[src/rtl/serial_sub_ctrl.sv]
// Bit-serial subtractor: one full-subtract cell stepped over WIDTH cycles, LSB first.
// Handshake: start accepted in IDLE, busy through RUN/DONE, one-cycle done pulse.
module serial_sub_ctrl #(
  parameter int WIDTH = 8
) (
  input  logic             clk,
  input  logic             rst,
  input  logic             start,
  input  logic [WIDTH-1:0] a,
  input  logic [WIDTH-1:0] b,
  input  logic             bin,
  output logic             busy,
  output logic             done,
  output logic [WIDTH-1:0] diff,
  output logic             bout
);
  localparam int CW = $clog2(WIDTH + 1);

  typedef enum logic [1:0] {S_IDLE = 2'd0, S_RUN = 2'd1, S_DONE = 2'd2} state_t;

  state_t           r_state, w_next;
  logic [WIDTH-1:0] r_a, r_b, r_r, r_diff;
  logic             r_borrow, r_bout;
  logic [CW-1:0]    r_cnt;
  logic             w_d, w_bo, w_last;

  assign w_d    = r_a[0] ^ r_b[0] ^ r_borrow;
  assign w_bo   = (~r_a[0] & r_b[0]) | (~r_a[0] & r_borrow) | (r_b[0] & r_borrow);
  assign w_last = (r_cnt == CW'(WIDTH - 1));

  always_comb begin
    w_next = S_IDLE;
    case (r_state)
      S_IDLE:  w_next = start ? S_RUN : S_IDLE;
      S_RUN:   w_next = w_last ? S_DONE : S_RUN;
      S_DONE:  w_next = S_IDLE;
      default: w_next = S_IDLE;
    endcase
  end

  always_ff @(posedge clk or posedge rst) begin
    if (rst) r_state <= S_IDLE;
    else     r_state <= w_next;
  end

  always_ff @(posedge clk or posedge rst) begin
    if (rst) begin
      r_a      <= '0;
      r_b      <= '0;
      r_r      <= '0;
      r_borrow <= 1'b0;
      r_cnt    <= '0;
      r_diff   <= '0;
      r_bout   <= 1'b0;
    end else begin
      case (r_state)
        S_IDLE: if (start) begin
          r_a      <= a;
          r_b      <= b;
          r_borrow <= bin;
          r_cnt    <= '0;
        end
        S_RUN: begin
          r_a      <= r_a >> 1;
          r_b      <= r_b >> 1;
          r_r      <= {w_d, r_r[WIDTH-1:1]};
          r_borrow <= w_bo;
          r_cnt    <= r_cnt + 1'b1;
          // Result outputs are captured with the final bit, so they are valid as DONE begins.
          if (w_last) begin
            r_diff <= {w_d, r_r[WIDTH-1:1]};
            r_bout <= w_bo;
          end
        end
        default: ;
      endcase
    end
  end

  assign busy = (r_state == S_RUN) || (r_state == S_DONE);
  assign done = (r_state == S_DONE);
  assign diff = r_diff;
  assign bout = r_bout;
endmodule

[config.mk]
export PLATFORM = sky130hd
export DESIGN_NAME = serial_sub_ctrl
export DESIGN_NICKNAME = d
export VERILOG_FILES = /design/src/rtl/serial_sub_ctrl.sv
export SDC_FILE = /design/constraint.sdc
export NUM_CORES = 1
export LEC_CHECK = 0
export BUFFER_PORTS_ARGS = -buffer_cell sky130_fd_sc_hd__buf_2
export CORE_MARGIN = 2
export CORE_UTILIZATION = 58
export DETAILED_ROUTE_END_ITERATION = 8
export PLACE_DENSITY = 0.82
export SYNTH_ARGS = -nofsm -noshare
export SYNTH_HDL_FRONTEND = slang
export SYNTH_SLANG_ARGS = --single-unit
[constraint.sdc]
create_clock -name clk -period 4.53 [get_ports clk]
set_input_delay 0.2265 -clock clk [delete_from_list [all_inputs] [get_ports clk]]
set_output_delay 0.2265 -clock clk [all_outputs]
set_load 0.005 [all_outputs]
==> results.txt, run 1 <==
----------------------------------------------------
[STA]
  Post-Route Hold Slack ... 0.153 ns
  Number of max-slew violations in the final report ... 0
  Tightest slew margin relative to the limit ... 0.645
  Setup clock skew after layout ... 0.00893 ns
  Clock period minus final worst setup slack ... 2.08 ns
  Post-Route Setup TNS ... 0 ns
  Slew of the pin with the lowest slew margin ... 0.529 ns
  Max Clk Rate ... 0.481 GHz
  Final cycle utilization of the critical path ... 0.458
  Final Hold Violating Endpoints ... 0
  Worst Slack Setup Final ... 2.45 ns
  Setup repair after global routing missed its margin ... false
  Final-report setup violation count ... 0

[Pwr]
  Power dissipated by switching net loads ... 442 µW
  Sequential Power Share ... 0.437
  Power density of the placed cells ... 670 nW/µm²
  Pleak ... 0.00104 µW
  Internal Dissipation ... 910 µW
  Share of total power in the clock network ... 0.210
  Logic pwr share ... 0.353
  Maximum vdd drop ... 385 µV
  Switch share ... 0.327

[Global routing]
  Pin count of the biggest net entering global routing ... 40
  Antenna violations before repair ... 0
  Global Route Usage Sum ... 0.208
  Wire length of the first global-routing pass ... 5200 µm
  Number of global-route vias before repair ... 1233
  Remaining global-route overflow ... 0

[Synthesis]
  Yosys reg bits ... 39
  Avg Cell Area, Syn ... 11.5 µm²
  Cells taking the most area after synthesis ... sky130_fd_sc_hd__dfrtp_1, sky130_fd_sc_hd__mux2_2, sky130_fd_sc_hd__mux2i_1, sky130_fd_sc_hd__o21ai_0, sky130_fd_sc_hd__nand2_1
  Unique masters post-synth ... 24
  Share of the yosys chip area belonging to registers ... 0.563
  Area fraction of the dominant cell type after synthesis ... 0.563
  Number of warnings printed during yosys synthesis ... 0
  Synth Net Count ... 176
  Mapped Area ... 1730 µm²
  Post-synth top area cell ... sky130_fd_sc_hd__dfrtp_1
  Cells after Synth ... 151

[CTS]
  Number of buffers added by the clock tree synthesis step ... 5
  Clock tree from TritonCTS ... yes
  Maximum clock path buffer count ... 2
  Level count of the clock H-tree ... 2
  CTS sink cnt ... 39
  Cell at the root of the clock tree ... sky130_fd_sc_hd__clkbuf_4
  Clock edge transition at the registers on the reported setup and hold paths ... 0.11 ns
  Clk_lat worst skew ... 0.35 ns

[Finish]
  Fillers ... 214
  Nets ... 209
  Most common library cell in the layout ignoring fill and taps ... sky130_fd_sc_hd__dfrtp_1
  Finished Cell Area ... 2020 µm²
  Layout overhead on the synthesized area ... 16.4%
  Most frequent cells in the layout ... sky130_fd_sc_hd__dfrtp_1, sky130_fd_sc_hd__buf_2, sky130_fd_sc_hd__nand2_1
  Share of cells above drive strength 1 ... 0.303
  Final cell utilization of the core ... 0.719
  Number of antenna repair diodes ... 0

[Floorplanning]
  Die area ... 3440 µm²
  # IOs ... 31
  Site Rows ... 19
  Overall die height ... 58.7 µm
  Core outline area ... 2810 µm²
  Horizontal die dimension ... 58.7 µm
  Starting density of the core ... 0.618

[Drt]
  Via total after detailed routing ... 1167
  Number of iterations in the first detailed-routing pass ... 6
  Post-detailed-route count of antenna-violating nets ... 0
  Post-Route WL ... 2950 µm
  Detailed-route vias per instance ... 5.40
  DRC violation count after routing ... 2
  Wire length per cell after detailed routing ... 13.7 µm
  Number of violations reported at the end of detailed-routing iteration 0 ... 39

[Setup path]
  Crit path DAT ... 2.31 ns
  Worst Path Max Fanout ... 34
  Critical-path cell list ... inv_1 -> ha_1 -> buf_4 -> nand4b_1 -> mux2_2
  Kind of launch point of the worst setup path ... register
  Data required time of the critical path ... 4.77 ns
  Crit path max-delay cell type ... sky130_fd_sc_hd__nand4b_1
  Buf/Inv on CP ... 2
  WS Path Type ... register to register
  Delay of the slowest cell on the worst path ... 0.51 ns
  CP Capture Type ... register
  Top Family by Delay on Critical Path ... simple AND/OR/NAND/NOR gates

[Place]
  Total cell area at the placement stage ... 1910 µm²
  HPWL after DPL ... 2010 µm
  Placer's final routability congestion estimate ... 0.727
  Pre-CTS setup slack ... 2.42 ns
  Port-buffer cells ... 30

[Status]
  Violated checks ... DRC
  Run status ... finished with violations

[Hold path]
  Worst min-delay path category ... input pin to register

[Flow run]
  MaxCap Viol Count ... 0

----------------------------------------------------
## cell families after synthesis
kind of cell               after synthesis  synth area share
AOI/OAI and AO/OA                       25            0.0751
adders and majority gates                5            0.0404
buffers and inverters                   13            0.0332
DFF                                     39             0.563
muxes                                   30             0.186
and+or+nand+nor                         39             0.103
## path summary, 6_finish.rpt
kind,slack [ns],from,cells after the start,endpoint
setup / recovery,2.45,r_state[1],5,diff[1]
max in group asynchronous,3.63,rst,4,r_a[7]
hold / removal,0.15,a[1],3,r_a[1]
min in group asynchronous,0.57,rst,4,r_a[4]
hold reg to reg,0.49,r_b[1],2,r_b[1]
setup reg to reg,2.45,r_state[1],5,diff[1]
## registers in the layout (all words and copies together) (netlist names)
signal    flops
bout          1
diff          8
r_a           8
r_b           8
r_borrow      1
r_cnt         4
r_r           7
r_state       2
## per-stage QoR
stage / total power [µW] / cells
finish: 1350 / 216
global route: 1460 / 216
CTS: 1370 / 216
detailed placement: 1080 / 207
global placement: 1050 / 207
floorplan: 953 / 151
## per-layer routing
metal | up-vias | routed length, µm | track usage
li1 | 577 | - | -
met1 | 550 | 1240 | 0.228
met2 | 29 | 1440 | 0.360
met3 | 11 | 166 | 0.0703
met4 | 0 | 104 | 0.104
met5 | - | 0 | 0
## cell type report
cell class | instances | area (µm²) | area share
clock inverter | 2 | 60.1 | 0.0298
sequential | 39 | 976 | 0.484
multi-input combinational | 99 | 699 | 0.347
tap | 31 | 38.8 | 0.0192
timing repair buffer | 34 | 183 | 0.0906
inverter | 5 | 18.8 | 0.00931
clock buffer | 6 | 41.3 | 0.0205
## worst min-delay path: cells and delay by family
kind | cells | cell delay [ns]
compound gates | 1 | 0.12
buf+inv | 1 | 0.07
mux | 1 | 0.05
## power groups by stage
stage          Combinational [µW]  Sequential, µW  Clock, µW
5_1_grt                       550             612        302
3_5_place_dp                  483             602          0
3_3_place_gp                  461             587          0
2_1_floorplan                 374             579          0
6_report                      477             591        284
4_1_cts                       486             593        291
## timing repair
action / 4_1_cts / 5_1_grt
setup buffers: 0 / 0
hold buffers: 1 / 0
endpoints found under the hold margin: 9 / 0
gates resized for setup: 0 / 0
## Yosys cell counts
cell type                  count
sky130_fd_sc_hd__inv_1         5
sky130_fd_sc_hd__nand2_1      27
sky130_fd_sc_hd__mux2_2       14
sky130_fd_sc_hd__nor2b_1       2
sky130_fd_sc_hd__nand3_1       3
sky130_fd_sc_hd__nand4b_1      1
sky130_fd_sc_hd__or3_1         1
sky130_fd_sc_hd__nor2_1        1
sky130_fd_sc_hd__o21ai_0      21
sky130_fd_sc_hd__clkbuf_1      1
sky130_fd_sc_hd__and2b_1       1
sky130_fd_sc_hd__o211ai_1      1
sky130_fd_sc_hd__a31oi_1       2
sky130_fd_sc_hd__mux2i_1      15
sky130_fd_sc_hd__nand2b_1      1
sky130_fd_sc_hd__buf_2         6
sky130_fd_sc_hd__or3b_2        1
sky130_fd_sc_hd__a21oi_1       1
sky130_fd_sc_hd__ha_1          4
sky130_fd_sc_hd__fa_1          1
sky130_fd_sc_hd__clkbuf_2      1
sky130_fd_sc_hd__nand3b_1      1
sky130_fd_sc_hd__dfrtp_1      39
sky130_fd_sc_hd__mux2i_2       1
(Power assumes the default switching activity.)
==> inputs of run 2 (changes only) <==
--- a/config.mk
+++ b/config.mk
@@ -7,9 +7,9 @@
 export LEC_CHECK = 0
 export BUFFER_PORTS_ARGS = -buffer_cell sky130_fd_sc_hd__buf_2
 export CORE_MARGIN = 2
-export CORE_UTILIZATION = 58
+export CORE_UTILIZATION = 54
 export DETAILED_ROUTE_END_ITERATION = 8
-export PLACE_DENSITY = 0.82
+export PLACE_DENSITY = 0.78
 export SYNTH_ARGS = -nofsm -noshare
 export SYNTH_HDL_FRONTEND = slang
 export SYNTH_SLANG_ARGS = --single-unit
==> constraint.sdc (replaced) <==
create_clock -name clk -period 2.1 [get_ports clk]
set_input_delay 0.105 -clock clk [delete_from_list [all_inputs] [get_ports clk]]
set_output_delay 0.105 -clock clk [all_outputs]
set_load 0.005 [all_outputs]
==> run 2 against run 1 <==
The run now ends clean. Sequential share of layout area hardly changed. Final cell count is 6.9% higher. Utilization is 5.9 points lower. Non-clock buffer count is 2 higher. Clock-buffer cell count is 2 higher. Die area is 6.9% higher. Critical path depth is 1 higher. Global-route usage is 2.3 points lower. Worst setup slack worse by 2.0 ns.
==> results.txt, run 2 (synthesis results as in run 1) <==
----------------------------------------------------
[Status]
  Run status ... finished, final reports clean (was finished with violations)

[Global routing]
  Pin count of the biggest net entering global routing ... 40 (unchanged)
  Remaining global-route overflow ... 0 (unchanged)
  Wire length of the first global-routing pass ... 4770 µm (was 5200 µm)
  Antenna violations before repair ... 0 (unchanged)
  Global Route Usage Sum ... 0.185 (was 0.208)
  Number of global-route vias before repair ... 1149 (was 1233)

[Finish]
  Multi-input logic area ... 699 µm² (unchanged)
  Nets ... 211 (was 209)
  Most frequent cells in the layout ... sky130_fd_sc_hd__dfrtp_1, sky130_fd_sc_hd__buf_2, sky130_fd_sc_hd__nand2_1 (unchanged)
  Number of antenna repair diodes ... 0 (unchanged)
  Fillers ... 260 (was 214)
  Layout overhead on the synthesized area ... 16.3% (was 16.4%)
  Most common library cell in the layout ignoring fill and taps ... sky130_fd_sc_hd__dfrtp_1 (unchanged)
  Cell Count, Final, Fillers Out ... 231 (was 216)
  Register area ... 976 µm² (unchanged)
  Share of cells above drive strength 1 ... 0.310 (was 0.303)

[STA]
  Tightest slew margin relative to the limit ... 0.684 (was 0.645)
  Number of max-slew violations in the final report ... 0 (unchanged)
  Final-report setup violation count ... 0 (unchanged)
  Post-Route Hold Slack ... 0.0338 ns (was 0.153 ns)
  Clock period minus final worst setup slack ... 1.65 ns (was 2.08 ns)
  Final cycle utilization of the critical path ... 0.784 (was 0.458)
  Setup clock skew after layout ... 0.00581 ns (was 0.00893 ns)
  Post-Route Setup TNS ... 0 ns (unchanged)
  Final Hold Violating Endpoints ... 0 (unchanged)
  Max Clk Rate ... 0.607 GHz (was 0.481 GHz)
  Setup repair after global routing missed its margin ... false (unchanged)
  Slew of the pin with the lowest slew margin ... 0.473 ns (was 0.529 ns)

[Hold path]
  Sink of the worst hold path ... r_state[0] (was r_a[1])
  Hold Path Depth ... 3 (unchanged)
  Startpoint of the tightest hold check path ... start (was a[1])
  Worst min-delay path category ... input pin to register (unchanged)

[Floorplanning]
  Die area ... 3680 µm² (was 3440 µm²)
  Starting density of the core ... 0.568 (was 0.618)
  Site Rows ... 20 (was 19)
  Overall die height ... 60.7 µm (was 58.7 µm)
  Core outline area ... 3050 µm² (was 2810 µm²)
  # IOs ... 31 (unchanged)
  Horizontal die dimension ... 60.7 µm (was 58.7 µm)

[Drt]
  DRC violation count after routing ... 0 (was 2)
  Number of iterations in the first detailed-routing pass ... 4 (was 6)
  Number of violations reported at the end of detailed-routing iteration 0 ... 22 (was 39)
  Wire length per cell after detailed routing ... 12.2 µm (was 13.7 µm)
  Met2 wire length ... 1420 µm (was 1440 µm)
  Uppermost routed layer ... met4 (unchanged)
  Met3 wire length ... 138 µm (was 166 µm)
  Post-detailed-route count of antenna-violating nets ... 0 (unchanged)
  Metal-1 WL ... 1230 µm (was 1240 µm)
  Detailed-route vias per instance ... 5.07 (was 5.40)
  Post-Route WL ... 2820 µm (was 2950 µm)
  Via total after detailed routing ... 1171 (was 1167)

[Setup path]
  CP Capture Type ... register (unchanged)
  Data required time of the critical path ... 2.36 ns (was 4.77 ns)
  Length in cells of the worst reg-to-reg path ... 6 (was 5)
  WS Path Type ... register to register (unchanged)
  Slack of the worst reg-to-reg path ... 0.45 ns (was 2.45 ns)
  Crit path DAT ... 1.90 ns (was 2.31 ns)
  Worst r2r dst ... r_cnt[3] (was diff[1])
  CP startpoint ... r_state[0] (was r_state[1])
  Worst Path Max Fanout ... 35 (was 34)
  Critical R2R Launch ... r_state[0] (was r_state[1])
  Kind of launch point of the worst setup path ... register (unchanged)

[Pwr]
  Power dissipated by switching net loads ... 933 µW (was 442 µW)
  Pleak ... 0.00104 µW (about the same)
  Sequential Power Share ... 0.465 (was 0.437)
  Overall power of the completed layout ... 2740 µW (was 1350 µW)
  Switch share ... 0.341 (was 0.327)
  Maximum vdd drop ... 650 µV (was 385 µV)
  Logic pwr share ... 0.381 (was 0.353)
  Internal Dissipation ... 1800 µW (was 910 µW)
  Share of total power in the clock network ... 0.154 (was 0.210)
  Power density of the placed cells ... 1360 nW/µm² (was 670 nW/µm²)

[CTS]
  Number of buffers added by the clock tree synthesis step ... 5 (unchanged)
  Maximum clock path buffer count ... 2 (unchanged)
  Level count of the clock H-tree ... 2 (unchanged)
  Post_cts resized ... 0 (unchanged)
  Clk_lat worst skew ... 0.34 ns (was 0.35 ns)
  Clock tree from TritonCTS ... yes (unchanged)
  CTS sink cnt ... 39 (unchanged)
  Clock edge transition at the registers on the reported setup and hold paths ... 0.10 ns (was 0.11 ns)
  Cell at the root of the clock tree ... sky130_fd_sc_hd__clkbuf_4 (unchanged)

[Flow run]
  MaxCap Viol Count ... 0 (unchanged)

[Place]
  HPWL after DPL ... 2020 µm (was 2010 µm)
  Cell Count Post-Placement ... 222 (was 207)
  Port-buffer cells ... 30 (unchanged)
  Placer's final routability congestion estimate ... 0.796 (was 0.727)

----------------------------------------------------
-- run 2: metal layers --
layer  vias up  track usage
met1       556        0.193
met2        25        0.326
met5         -            0
li1        586            -
met3         4       0.0874
met4         0       0.0652
-- run 2: per-stage QoR --
| step | setup slack, ns | utilization | instance area [µm²] |
|---|---|---|---|
| global placement | 0.536 | 0.634 | 1940 |
| finish | 0.453 | 0.660 | 2020 |
| detailed placement | 0.461 | 0.634 | 1940 |
| floorplan | 0.595 | - | 1730 |
| CTS | 0.440 | 0.660 | 2020 |
| global route | 0.301 | 0.660 | 2020 |
-- run 2: power groups by stage --
stage	Clock (µW)	Sequential, µW	Combinational [µW]
after floorplan	0	1250	807
after global placement	0	1270	1010
after detailed placement	0	1290	1070
after CTS	442	1280	1060
after global routing	477	1320	1190
final	421	1270	1040
-- run 2: cell type report --
class | count | share of cell area
sequential | 39 | 0.484
clock buffer | 8 | 0.0341
tap | 44 | 0.0273
timing repair buffer | 36 | 0.0981
inverter | 5 | 0.00931
multi-input combinational | 99 | 0.347
-- run 2: critical path: stages, from the launching register on --
cell,delay [ns]
sky130_fd_sc_hd__dfrtp_1,0.39
sky130_fd_sc_hd__inv_1,0.08
sky130_fd_sc_hd__ha_1,0.29
sky130_fd_sc_hd__mux2i_2,0.29
sky130_fd_sc_hd__buf_4,0.33
sky130_fd_sc_hd__nand2_1,0.10
sky130_fd_sc_hd__o211ai_1,0.09
-- run 2: what timing repair did --
item | 4_1_cts | 5_1_grt
buffers inserted | 0 | 0
hold buffers | 1 | 0
endpoints found under the hold margin | 39 | 0
-- run 2: worst max path at each step --
stage / endpoint / slack, ns / depth (start not counted)
6_report: r_cnt[3] / 0.45 / 6
5_1_grt: r_cnt[3] / 0.30 / 6
4_1_cts: r_cnt[3] / 0.44 / 6
3_5_place_dp: r_a[4] / 0.46 / 5
3_3_place_gp: r_b[1] / 0.54 / 5
2_1_floorplan: r_b[0] / 0.59 / 5
==> inputs of run 3 (changes only) <==
--- a/config.mk
+++ b/config.mk
@@ -7,9 +7,9 @@
 export LEC_CHECK = 0
 export BUFFER_PORTS_ARGS = -buffer_cell sky130_fd_sc_hd__buf_2
 export CORE_MARGIN = 2
-export CORE_UTILIZATION = 54
+export CORE_UTILIZATION = 49
 export DETAILED_ROUTE_END_ITERATION = 8
-export PLACE_DENSITY = 0.78
+export PLACE_DENSITY = 0.74
 export SYNTH_ARGS = -nofsm -noshare
 export SYNTH_HDL_FRONTEND = slang
 export SYNTH_SLANG_ARGS = --single-unit
==> constraint.sdc (replaced) <==
create_clock -name clk -period 1.45 [get_ports clk]
set_input_delay 0.0725 -clock clk [delete_from_list [all_inputs] [get_ports clk]]
set_output_delay 0.0725 -clock clk [all_outputs]
set_load 0.005 [all_outputs]
==> run 3 against run 2 <==
The run now ends with setup timing left. Flip-flop and latch count stayed put. Fmax is 13% higher. Hold slack worse by 0.030 ns. Final area is 15% higher. Clock-buffer cell count is 3 lower. Routed wire length is 27% higher. Clock skew is 0.0082 ns higher. Combinational power is 130% higher. Power is 82% higher. Critical path type unchanged. Largest cell class unchanged. Largest power group is now combinational logic.
==> results.txt, run 3 (synthesis results as in run 1) <==
----------------------------------------------------
[Drt]
  Detailed-route vias per instance ... 5.10 (was 5.07)
  Number of violations reported at the end of detailed-routing iteration 0 ... 52 (was 22)
  Post-detailed-route count of antenna-violating nets ... 0 (unchanged)
  DRC violation count after routing ... 0 (unchanged)
  Wire length per cell after detailed routing ... 14.7 µm (was 12.2 µm)
  Post-Route WL ... 3600 µm (was 2820 µm)
  Number of iterations in the first detailed-routing pass ... 4 (unchanged)
  Via total after detailed routing ... 1249 (was 1171)

[Finish]
  Layout overhead on the synthesized area ... 33.4% (was 16.3%)
  Most frequent cells in the layout ... sky130_fd_sc_hd__dfrtp_1, sky130_fd_sc_hd__buf_2, sky130_fd_sc_hd__nand2_1 (unchanged)
  Finished Cell Area ... 2310 µm² (was 2020 µm²)
  Final cell utilization of the core ... 0.687 (was 0.660)
  Register area ... 976 µm² (unchanged)
  Cell Count, Final, Fillers Out ... 245 (was 231)
  Fillers ... 274 (was 260)
  Nets ... 223 (was 211)
  Most common library cell in the layout ignoring fill and taps ... sky130_fd_sc_hd__dfrtp_1 (unchanged)
  Share of cells above drive strength 1 ... 0.447 (was 0.310)
  Multi-input logic area ... 793 µm² (was 699 µm²)
  Number of antenna repair diodes ... 0 (unchanged)

[Setup path]
  Worst r2r dst ... bout (was r_cnt[3])
  WS Path Type ... register to register (unchanged)
  Worst Path Max Fanout ... 10 (was 35)
  Critical R2R Launch ... r_state[0] (unchanged)
  Length in cells of the worst reg-to-reg path ... 5 (was 6)
  Kind of launch point of the worst setup path ... register (unchanged)
  Slack of the worst reg-to-reg path ... -0.008 ns (was 0.45 ns)
  CP Capture Type ... register (unchanged)
  Crit path DAT ... 1.69 ns (was 1.90 ns)
  Data required time of the critical path ... 1.68 ns (was 2.36 ns)

[STA]
  Final cycle utilization of the critical path ... 1.01 (was 0.784)
  Final Hold Violating Endpoints ... 0 (unchanged)
  Setup repair after global routing missed its margin ... true (was false)
  Worst Slack Setup Final ... -0.00764 ns (was 0.453 ns)
  Post-Route Setup TNS ... -0.0195 ns (was 0 ns)
  Final-report setup violation count ... 3 (was 0)
  Number of max-slew violations in the final report ... 0 (unchanged)
  Slew of the pin with the lowest slew margin ... 0.489 ns (was 0.473 ns)
  Max Clk Rate ... 0.686 GHz (was 0.607 GHz)
  Post-Route Hold Slack ... 0.00408 ns (was 0.0338 ns)
  Clock period minus final worst setup slack ... 1.46 ns (was 1.65 ns)
  Setup clock skew after layout ... 0.0141 ns (was 0.00581 ns)
  Tightest slew margin relative to the limit ... 0.674 (was 0.684)

[Status]
  Violated checks ... setup timing
  Run status ... finished with violations (was finished, final reports clean)

[CTS]
  Number of buffers added by the clock tree synthesis step ... 5 (unchanged)
  Clock edge transition at the registers on the reported setup and hold paths ... 0.12 ns (was 0.10 ns)
  Maximum clock path buffer count ... 2 (unchanged)
  Clk_lat worst skew ... 0.34 ns (about the same)
  Level count of the clock H-tree ... 2 (unchanged)
  Cell at the root of the clock tree ... sky130_fd_sc_hd__clkbuf_4 (unchanged)
  Clock tree from TritonCTS ... yes (unchanged)
  CTS sink cnt ... 39 (unchanged)

[Floorplanning]
  Site Rows ... 21 (was 20)
  Die area ... 4030 µm² (was 3680 µm²)
  # IOs ... 31 (unchanged)
  Starting density of the core ... 0.515 (was 0.568)
  Horizontal die dimension ... 63.5 µm (was 60.7 µm)
  Core outline area ... 3360 µm² (was 3050 µm²)
  Overall die height ... 63.5 µm (was 60.7 µm)

[Flow run]
  MaxCap Viol Count ... 0 (unchanged)

[Pwr]
  Pleak ... 0.00116 µW (was 0.00104 µW)
  Power density of the placed cells ... 2160 nW/µm² (was 1360 nW/µm²)
  Maximum vdd drop ... 1200 µV (was 650 µV)

[Global routing]
  Remaining global-route overflow ... 0 (unchanged)
  Pin count of the biggest net entering global routing ... 40 (unchanged)
  Wire length of the first global-routing pass ... 5880 µm (was 4770 µm)
  Number of global-route vias before repair ... 1256 (was 1149)
  Global Route Usage Sum ... 0.192 (was 0.185)
  Antenna violations before repair ... 0 (unchanged)

[Place]
  Port-buffer cells ... 30 (unchanged)
  Total cell area at the placement stage ... 2030 µm² (was 1940 µm²)
  Placer's final routability congestion estimate ... 0.801 (was 0.796)
  HPWL after DPL ... 2310 µm (was 2020 µm)
  Cell Count Post-Placement ... 229 (was 222)

[Hold path]
  Hold Path Depth ... 3 (unchanged)
  Sink of the worst hold path ... r_a[4] (was r_state[0])
  Startpoint of the tightest hold check path ... a[4] (was start)
  Worst min-delay path category ... input pin to register (unchanged)

----------------------------------------------------
-- run 3: cell count changes in the layout (fill, tap and decap cells not counted), moves of 4 or more --
cell                      before  now
sky130_fd_sc_hd__nand2_2       0    5
sky130_fd_sc_hd__o21ai_2       0    6
sky130_fd_sc_hd__buf_12        0    4
sky130_fd_sc_hd__nand2_1      27   21
sky130_fd_sc_hd__o21ai_1       0   10
sky130_fd_sc_hd__o21ai_0      21    5
-- run 3: cell type report --
cell class / count / area share
timing repair buffer: 48 / 0.166
multi-input combinational: 99 / 0.343
tap: 46 / 0.0249
inverter: 5 / 0.00812
clock buffer: 5 / 0.0162
clock inverter: 3 / 0.0189
sequential: 39 / 0.422
-- run 3: timing repair --
action | 4_1_cts | 5_1_grt
hold endpoints to repair | 39 | 0
hold buffers | 1 | 0
pin swaps | 1 | 7
endpoints found under the setup margin | 33 | 26
buffers inserted | 3 | 1
gates resized for setup | 8 | 33
cloned | 0 | 3
-- run 3: through the flow --
| step | worst slack, ns | total power (µW) |
|---|---|---|
| after floorplan | 0.0307 | 3000 |
| after global placement | 0.0181 | 3560 |
| after detailed placement | -0.0438 | 3670 |
| after CTS | -0.00590 | 4510 |
| after global routing | -0.0557 | 5330 |
| final | -0.00764 | 4980 |
-- run 3: layer usage --
metal | up-vias | routed length, µm | global-route usage
li1 | 611 | - | -
met1 | 601 | 1580 | 0.231
met2 | 32 | 1820 | 0.332
met3 | 5 | 159 | 0.0518
met4 | 0 | 40 | 0.0652
met5 | - | 0 | 0
-- run 3: worst max-delay path: stages (launching register included) --
cell and delay, ns:
sky130_fd_sc_hd__dfrtp_1 0.40, sky130_fd_sc_hd__buf_4 0.14, sky130_fd_sc_hd__ha_4 0.17, sky130_fd_sc_hd__nand4b_1 0.12, sky130_fd_sc_hd__buf_6 0.17, sky130_fd_sc_hd__mux2_2 0.34
-- run 3: power by group --
part	leakage (µW)	internal, µW	switching (µW)
combinational	0.000628	1340	1040
sequential	0.000491	1560	315
clock	0.0000452	363	363
-- run 3: worst max path at each step --
stage,from,end,slack (ns),depth (start not counted)
2_1_floorplan,r_state[0],diff[0],0.03,5
3_3_place_gp,r_state[0],r_cnt[3],0.02,5
3_5_place_dp,r_state[1],r_a[5],-0.04,5
4_1_cts,r_state[0],diff[1],-0.006,5
5_1_grt,r_state[1],r_b[5],-0.06,7
6_report,r_state[0],bout,-0.008,5
